**config.mk**
```make
export PLATFORM = sky130hd
export DESIGN_NAME = uart_rx_param
export DESIGN_NICKNAME = d
export VERILOG_FILES = /design/src/rtl/uart_rx_param.sv
export SDC_FILE = /design/constraint.sdc
export NUM_CORES = 1
export LEC_CHECK = 0
export ABC_AREA = 1
export BUFFER_PORTS_ARGS = -buffer_cell sky130_fd_sc_hd__buf_2
export CAP_MARGIN = 25
export CELL_PAD_IN_SITES_DETAIL_PLACEMENT = 0
export CELL_PAD_IN_SITES_GLOBAL_PLACEMENT = 1
export CORE_MARGIN = 2
export CORE_UTILIZATION = 46
export DETAILED_ROUTE_END_ITERATION = 16
export PLACE_DENSITY = 0.93
export RECOVER_POWER = 50
export SKIP_CTS_REPAIR_TIMING = 1
export SYNTH_ARGS = -nofsm -noshare
export SYNTH_HDL_FRONTEND = slang
export SYNTH_SLANG_ARGS = --single-unit
```
**constraint.sdc**
```tcl
create_clock -name clk -period 4.2 [get_ports clk]
set_input_delay 0.21 -clock clk [delete_from_list [all_inputs] [get_ports clk]]
set_output_delay 0.21 -clock clk [all_outputs]
set_load 0.005 [all_outputs]
```
**src/rtl/uart_rx_param.sv**
```systemverilog
// Parametrised UART receiver: 2-flop synchroniser, 3-tick majority vote per bit,
// false-start rejection, optional parity, 1 or 2 stop bits and break detection.
module uart_rx_param #(
    parameter int unsigned DATA_BITS   = 8,
    parameter int unsigned OVERSAMPLE  = 16,
    parameter int unsigned PARITY_MODE = 0,
    parameter int unsigned STOP_BITS   = 1
) (
    input  logic                 clk,
    input  logic                 rst_n,
    input  logic                 clk_bd,
    input  logic                 rx,
    output logic [DATA_BITS-1:0] dataout,
    output logic                 rdsig,
    output logic                 dataerror,
    output logic                 frameerror,
    output logic                 brk,
    output logic                 busy
);

    localparam int unsigned TC_W = $clog2(OVERSAMPLE);
    localparam int unsigned BI_W = $clog2(DATA_BITS);
    localparam int unsigned MID  = OVERSAMPLE / 2;

    localparam logic [TC_W-1:0] TC_LO   = TC_W'(MID - 1);
    localparam logic [TC_W-1:0] TC_MID  = TC_W'(MID);
    localparam logic [TC_W-1:0] TC_HI   = TC_W'(MID + 1);
    localparam logic [TC_W-1:0] TC_END  = TC_W'(OVERSAMPLE - 1);
    localparam logic [BI_W-1:0] BI_LAST = BI_W'(DATA_BITS - 1);
    localparam logic            SI_LAST = 1'(STOP_BITS - 1);

    typedef enum logic [2:0] {
        S_IDLE,
        S_START,
        S_DATA,
        S_PARITY,
        S_STOP,
        S_WAIT_HIGH
    } state_t;

    state_t                state, state_nxt;
    logic                  rx_s1, rxs;
    logic [TC_W-1:0]       tc, tc_nxt;
    logic [BI_W-1:0]       bit_idx, bit_idx_nxt;
    logic                  stop_idx, stop_idx_nxt;
    logic [DATA_BITS-1:0]  shreg, shreg_nxt;
    logic                  smp_lo, smp_lo_nxt;
    logic                  smp_mid, smp_mid_nxt;
    logic                  par_bit, par_bit_nxt;
    logic                  par_err, par_err_nxt;
    logic                  frm_err, frm_err_nxt;
    logic                  stop0, stop0_nxt;
    logic                  maj_c;
    logic                  exp_par_c;
    logic                  first_stop_c;
    logic                  frm_c;
    logic                  brk_c;
    logic                  done_c;
    logic                  at_hi_c;
    logic                  at_end_c;

    // Vote over the two stored samples and the live sample on the MID+1 tick
    assign maj_c     = (smp_lo & smp_mid) | (smp_lo & rxs) | (smp_mid & rxs);
    assign exp_par_c = (PARITY_MODE == 1) ? ^shreg : ~^shreg;
    assign at_hi_c   = (tc == TC_HI);
    assign at_end_c  = (tc == TC_END);

    // State, counters and frame datapath registers
    always_ff @(posedge clk) begin
        if (!rst_n) begin
            rx_s1      <= 1'b1;
            rxs        <= 1'b1;
            state      <= S_IDLE;
            tc         <= '0;
            bit_idx    <= '0;
            stop_idx   <= 1'b0;
            shreg      <= '0;
            smp_lo     <= 1'b0;
            smp_mid    <= 1'b0;
            par_bit    <= 1'b0;
            par_err    <= 1'b0;
            frm_err    <= 1'b0;
            stop0      <= 1'b0;
            dataout    <= '0;
            rdsig      <= 1'b0;
            dataerror  <= 1'b0;
            frameerror <= 1'b0;
            brk        <= 1'b0;
            busy       <= 1'b0;
        end else begin
            rx_s1    <= rx;
            rxs      <= rx_s1;
            state    <= state_nxt;
            tc       <= tc_nxt;
            bit_idx  <= bit_idx_nxt;
            stop_idx <= stop_idx_nxt;
            shreg    <= shreg_nxt;
            smp_lo   <= smp_lo_nxt;
            smp_mid  <= smp_mid_nxt;
            par_bit  <= par_bit_nxt;
            par_err  <= par_err_nxt;
            frm_err  <= frm_err_nxt;
            stop0    <= stop0_nxt;
            rdsig    <= done_c;
            busy     <= (state_nxt != S_IDLE);
            if (done_c) begin
                dataout    <= shreg;
                dataerror  <= par_err;
                frameerror <= frm_c;
                brk        <= brk_c;
            end
        end
    end

    // Next-state and datapath update; nothing moves without a baud tick
    always_comb begin
        state_nxt    = state;
        tc_nxt       = tc;
        bit_idx_nxt  = bit_idx;
        stop_idx_nxt = stop_idx;
        shreg_nxt    = shreg;
        smp_lo_nxt   = smp_lo;
        smp_mid_nxt  = smp_mid;
        par_bit_nxt  = par_bit;
        par_err_nxt  = par_err;
        frm_err_nxt  = frm_err;
        stop0_nxt    = stop0;
        first_stop_c = stop_idx ? stop0 : maj_c;
        frm_c        = frm_err;
        brk_c        = 1'b0;
        done_c       = 1'b0;

        if (clk_bd) begin
            if (state != S_IDLE && state != S_WAIT_HIGH) begin
                tc_nxt = at_end_c ? '0 : tc + TC_W'(1);
                if (tc == TC_LO) begin
                    smp_lo_nxt = rxs;
                end
                if (tc == TC_MID) begin
                    smp_mid_nxt = rxs;
                end
            end

            case (state)
                S_IDLE: begin
                    if (!rxs) begin
                        state_nxt   = S_START;
                        tc_nxt      = '0;
                        par_bit_nxt = 1'b0;
                        par_err_nxt = 1'b0;
                        frm_err_nxt = 1'b0;
                        stop0_nxt   = 1'b0;
                    end
                end
                S_START: begin
                    if (at_hi_c && maj_c) begin
                        state_nxt = S_IDLE;
                    end else if (at_end_c) begin
                        state_nxt   = S_DATA;
                        bit_idx_nxt = '0;
                    end
                end
                S_DATA: begin
                    if (at_hi_c) begin
                        shreg_nxt = {maj_c, shreg[DATA_BITS-1:1]};
                    end
                    if (at_end_c) begin
                        if (bit_idx == BI_LAST) begin
                            state_nxt    = (PARITY_MODE != 0) ? S_PARITY : S_STOP;
                            stop_idx_nxt = 1'b0;
                        end else begin
                            bit_idx_nxt = bit_idx + BI_W'(1);
                        end
                    end
                end
                S_PARITY: begin
                    if (at_hi_c) begin
                        par_bit_nxt = maj_c;
                        par_err_nxt = (maj_c != exp_par_c);
                    end
                    if (at_end_c) begin
                        state_nxt    = S_STOP;
                        stop_idx_nxt = 1'b0;
                    end
                end
                S_STOP: begin
                    if (at_hi_c) begin
                        frm_c       = frm_err | ~maj_c;
                        frm_err_nxt = frm_c;
                        if (!stop_idx) begin
                            stop0_nxt = maj_c;
                        end
                        // Completion does not wait for the bit end, so back-to-back frames are caught
                        if (stop_idx == SI_LAST) begin
                            done_c    = 1'b1;
                            brk_c     = ~|shreg & ~par_bit & ~first_stop_c;
                            state_nxt = brk_c ? S_WAIT_HIGH : S_IDLE;
                        end
                    end else if (at_end_c) begin
                        stop_idx_nxt = 1'b1;
                    end
                end
                S_WAIT_HIGH: begin
                    if (rxs) begin
                        state_nxt = S_IDLE;
                    end
                end
                default: begin
                    state_nxt = S_IDLE;
                end
            endcase
        end
    end

endmodule

```
# ---- Word level (Yosys, flattened, before mapping)
# Index checks and enable logic that the tools add are counted.
dict set report totals {
  register_bits 40
  rom_bits 0
  latchBits 0
  elab_cells 122
  n_memories 0
  mem_bits_rw 0
  in_bits 4
}
dict set report op_classes {
  eq_ne 23
  shifts 0
  reduce_logical 20
  div 0
  muxes 47
  multipliers 0
  n_bitwise 11
  magnitude_cmp 0
  add_sub_neg 2
}
# cell n
set ops {}
lappend ops {{$mux 3} 15}
lappend ops {{$ne 2x2->1 const B} 11}
lappend ops {{$mux 1} 21}
lappend ops {{$pmux 3 s6} 1}
lappend ops {{$mux 4} 4}
lappend ops {{$eq 4x4->1 const B} 3}
lappend ops {{$reduce_and 3->1} 4}
lappend ops {{$eq 3x3->1 const B} 3}
lappend ops {{$reduce_bool 3->1} 3}
lappend ops {{$pmux 1 s2} 4}
lappend ops {{$reduce_and 4->1} 2}
lappend ops {{$reduce_or 8->1} 1}
lappend ops {{$reduce_xnor 8->1} 1}
lappend ops {{$reduce_and 7->1} 1}
lappend ops {{$eq 3x2->1 const B} 2}
lappend ops {{$pmux 3 s2} 1}
lappend ops {{$reduce_and 6->1} 1}
lappend ops {{$reduce_bool 2->1} 3}
lappend ops {{$and 1x1->1} 5}
lappend ops {{$add 4x1->4 const B} 1}
lappend ops {{$eq 4x3->1 const B} 1}
lappend ops {{$add 3x1->3 const B} 1}
lappend ops {{$eq 3x1->1 const B} 1}
lappend ops {{$logic_not 3->1} 1}
lappend ops {{other kinds (7)} 12}

# ---- Logic depth before layout (Yosys ltp)
dict set report depth {
  ltp_word 12
  depth_mapped 12
}

# ---- Worst setup path before layout
# OpenSTA, ideal clock, no wires.
dict set report synth_timing {
  kind {register to register}
  start {register tc[1]}
  end {register busy}
  stages_incl_launch_ff 12
  synth_period_minus_slack_ns 1.430
  arrival_ns 1.316
  setup_time_ns 0.114
  path_buffers 0
  t_required_ns 4.086
  slack_ns 2.770
  path_cell_list {dfxtp_1 > inv_1 > ha_1 > nand3_2 > nor2_1 > or2_2 > nand3_1 > nand2_1 > nand2_1 > nand2_1 > nand2_1 > nand2_1}
}
dict set report synth_via {
  elab_chain_cells 6
}
# element line_no
set synth_lines {}
lappend synth_lines {{start, declared} 43} ;# logic [TC_W-1:0] tc, tc_nxt;
lappend synth_lines {{start signal, assigned} 94} ;# tc <= tc_nxt;
lappend synth_lines {{$eq 4x4->1 (on tied branches)} {66, 65}}
lappend synth_lines {{$mux 3 or $logic_and 1x1->1 (tied branches)} {158, 156}}
lappend synth_lines {{$mux 3} 156} ;# if (at_hi_c && maj_c) begin
lappend synth_lines {{$pmux 3 s6 (*)} 144} ;# case (state)
lappend synth_lines {{$mux 3 (*)} 133} ;# if (clk_bd) begin
lappend synth_lines {{$reduce_bool 3->1 (*)} 105} ;# busy <= (state_nxt != S_IDLE);
lappend synth_lines {{end signal, assigned} 105}
lappend synth_lines {{end, declared} 18} ;# output logic busy
# Every way passes the cells marked *; elsewhere a longest branch is shown, timed or not.
# A chain may end at the register's enable or synchronous reset.

# ---- Final worst setup path
dict set report layout_timing {
  start {register tc[1]}
  end {register dataout[7]}
}
dict set report layout_via {
  elab_chain_cells 4
}
# element line_no
set layout_lines {}
lappend layout_lines {{$eq 4x4->1} 65} ;# assign at_hi_c = (tc == TC_HI);
lappend layout_lines {{$mux 1} 187} ;# if (at_hi_c) begin
lappend layout_lines {{$mux 1} 144}
lappend layout_lines {{$mux 1} 133}
lappend layout_lines {{end signal, assigned} 107} ;# dataout <= shreg;
lappend layout_lines {{end, declared} 13} ;# output logic [DATA_BITS-1:0] dataout,
# No other way between the ends.

==> flow_summary.json <==
{
  "hold_violations": 0,
  "tightest_slew_ns": 1.15,
  "clock_latency_ns": 0.29,
  "grt_pass1_vias": 1439,
  "drt_first_pass_iters": 4,
  "hpwl_mm": 2.73,
  "synth.distinct_cells": 27,
  "drive_above_1_share": 0.0942,
  "cts_buffers": 5,
  "ios": 17,
  "fin_skew_ns": 0.00422,
  "critPathRequiredTime_ns": 4.42,
  "place_area_um2": 2010,
  "fmax_ghz": 0.561,
  "design_area_um2": 2110,
  "grt_max_degree": 30,
  "setup_tns_ns": 0,
  "grt.overflow.total": 0,
  "place_ws_ns": 2.48,
  "wirelength_mm": 3.72,
  "timing.final.ws_setup_ns": 2.42,
  "max_slew_margin": 0.236,
  "final_util": 0.527,
  "fin_crit_sh": 0.424,
  "routed_via_density": 4.94,
  "path_clk_slew_ns": 0.08,
  "cts.sinks": 40,
  "hold_class": "in2reg",
  "setup_viol_count_final": 0,
  "fin_cells": 326,
  "num_antenna_cells": 0,
  "root_buffer": "clkbuf_8",
  "endpoint_kind": "flop",
  "antenna_left": 0,
  "gp_congestion": 0.846,
  "grt_pass1_wl_mm": 6.19,
  "p_leak_nw": 0.914,
  "avgSynthCellArea_um2": 7.36,
  "yosys.area.top_type": "dfxtp_1",
  "synth_cells": 260,
  "cp_slowest_stage_delay_ns": 0.32,
  "synth_area_leaders": "dfxtp_1 42%, nand2_1 8.8%, a21oi_1 8.6%",
  "final_nets": 288,
  "worstPathCellList": "inv_1 -> ha_1 -> nand3_2 -> nor2_1 -> nand3_1 -> inv_2 -> o21ai_1 -> a21oi_1",
  "htree_levels": 2,
  "rsz0062_at_grt": "false",
  "syn2layout_area_growth_pct": 10.2,
  "finalMaxSlewViolations": 0,
  "start_util": 0.479,
  "drv_cap": 0,
  "port_buffers": 16,
  "finalCriticalPeriod_ns": 1.78,
  "clockBufferDepth": 2,
  "startpoint_type": "flop",
  "die_area_um2": 4690,
  "cts_tree": "done",
  "seq_area_frac_synth": 0.418,
  "dp.cells": 318,
  "yosys_warnings": 0,
  "drt_iter0_markers": 153,
  "drc": 0,
  "vdd_drop_max_mv": 0.185,
  "dieWidth_um": 68.5,
  "avgRoutedWirePerCell_um": 11.4,
  "ys_ff_latch": 40,
  "outcome": "finished, final reports clean",
  "arrival_ns": 2.00,
  "syn_area_um2": 1910,
  "crit_type": "reg2reg",
  "die_h_um": 68.5,
  "track_usage": 0.174,
  "synth_top_area_frac": 0.418,
  "synth_nets": 273,
  "placementRows": 23,
  "crit_slowest_cell": "dfxtp_1",
  "antenna_found_initial": 0,
  "worstPathMaxFanout": 20,
  "power.density_nw_per_um2": 349,
  "core_area_um2": 4000,
  "num_vias": 1609
}
[cell type report]
type,count,area (um2)
Fill cell,417,1890
Multi-Input combinational cell,173,915
Sequential cell,40,801
Inverter,39,146
Clock buffer,6,82.6
Timing Repair Buffer,16,63.8
Tap cell,50,62.6
Clock inverter,2,38.8
[logic make-up after synthesis]
logic type	synth area share
AO/OA/AOI/OAI	0.182
XOR/XNOR	0.0183
flip-flops	0.418
AND/OR/NAND/NOR	0.222
adder cells (fa/ha/maj)	0.0588
buffers and inverters	0.100
[per-stage QoR]
stage | power (mW) | hold slack [ns]
after floorplan | 0.413 | 0.317
after global placement | 0.419 | 0.399
after detailed placement | 0.419 | 0.402
after CTS | 0.745 | 0.104
after global routing | 0.763 | 0.110
final | 0.737 | 0.106
[power breakdown]
part	leakage [nW]	switching, mW	internal [mW]
Clock	0.0614	0.133	0.194
Combinational	0.530	0.0179	0.00739
Sequential	0.323	0.00246	0.382
[cells in the final DEF (no fill, tap or decap), drive strengths merged]
master / n
o21ai: 29
a211oi: 2
a32o: 1
bufinv: 1
clkinv: 1
nor2: 24
o22ai: 1
nor3: 5
buf: 3
clkbuf: 19
nand2: 45
ha: 9
a21oi: 33
inv: 39
xor2: 2
dfxtp: 40
nand4: 1
or2: 3
o211ai: 1
nand3: 15
xnor2: 2
[flip-flops by register name (all words and copies together) (netlist names)]
name	flops
frameerror	1
brk	1
dataout	8
par_bit	1
dataerror	1
stop0	1
rdsig	1
shreg	8
rxs	1
stop_idx	1
frm_err	1
smp_lo	1
rx_s1	1
smp_mid	1
state	3
par_err	1
bit_idx	3
busy	1
tc	4
[final timing paths]
| path | from | end | slack (ns) | cells after the start |
|---|---|---|---|---|
| max reg2reg | tc[1] | dataout[7] | 2.42 | 8 |
| min reg2reg | rx_s1 | rxs | 0.43 | 1 |
| min | rx | rx_s1 | 0.11 | 2 |
| max | tc[1] | dataout[7] | 2.42 | 8 |
[worst max-delay path, delay by kind of cell (launching register included)]
family | cells | cell delay [ns]
adder cells (fa/ha/maj) | 1 | 0.17
AO/OA/AOI/OAI | 2 | 0.26
AND/OR/NAND/NOR | 3 | 0.55
buffers and inverters | 2 | 0.41
flip-flops | 1 | 0.32
[synth_stat cells]
| cell | number |
|---|---|
| nand2_1 | 45 |
| dfxtp_1 | 40 |
| a21oi_1 | 33 |
| inv_1 | 29 |
| nor2_1 | 20 |
| o21ai_1 | 15 |
| o21ai_0 | 14 |
| nand3_1 | 13 |
| inv_2 | 10 |
| ha_1 | 9 |
| nor3_1 | 4 |
| buf_2 | 3 |
| clkbuf_1 | 3 |
| or2_2 | 3 |
| a211oi_1 | 2 |
| nand3_2 | 2 |
| nor2_2 | 2 |
| nor2_4 | 2 |
| xnor2_1 | 2 |
| xor2_1 | 2 |
| a32o_1 | 1 |
| buf_4 | 1 |
| buf_6 | 1 |
| nand4_1 | 1 |
| nor3_4 | 1 |
| o211ai_1 | 1 |
| o22ai_1 | 1 |
[routing by layer]
layer / up-vias / share of wire / track usage
met3: 4 / 0.030 / 0.0341
met2: 17 / 0.42 / 0.270
met1: 715 / 0.54 / 0.239
met4: 0 / 0.010 / 0.0600
met5: - / 0 / 0
li1: 873 / - / -
(Power assumes the default switching activity.)
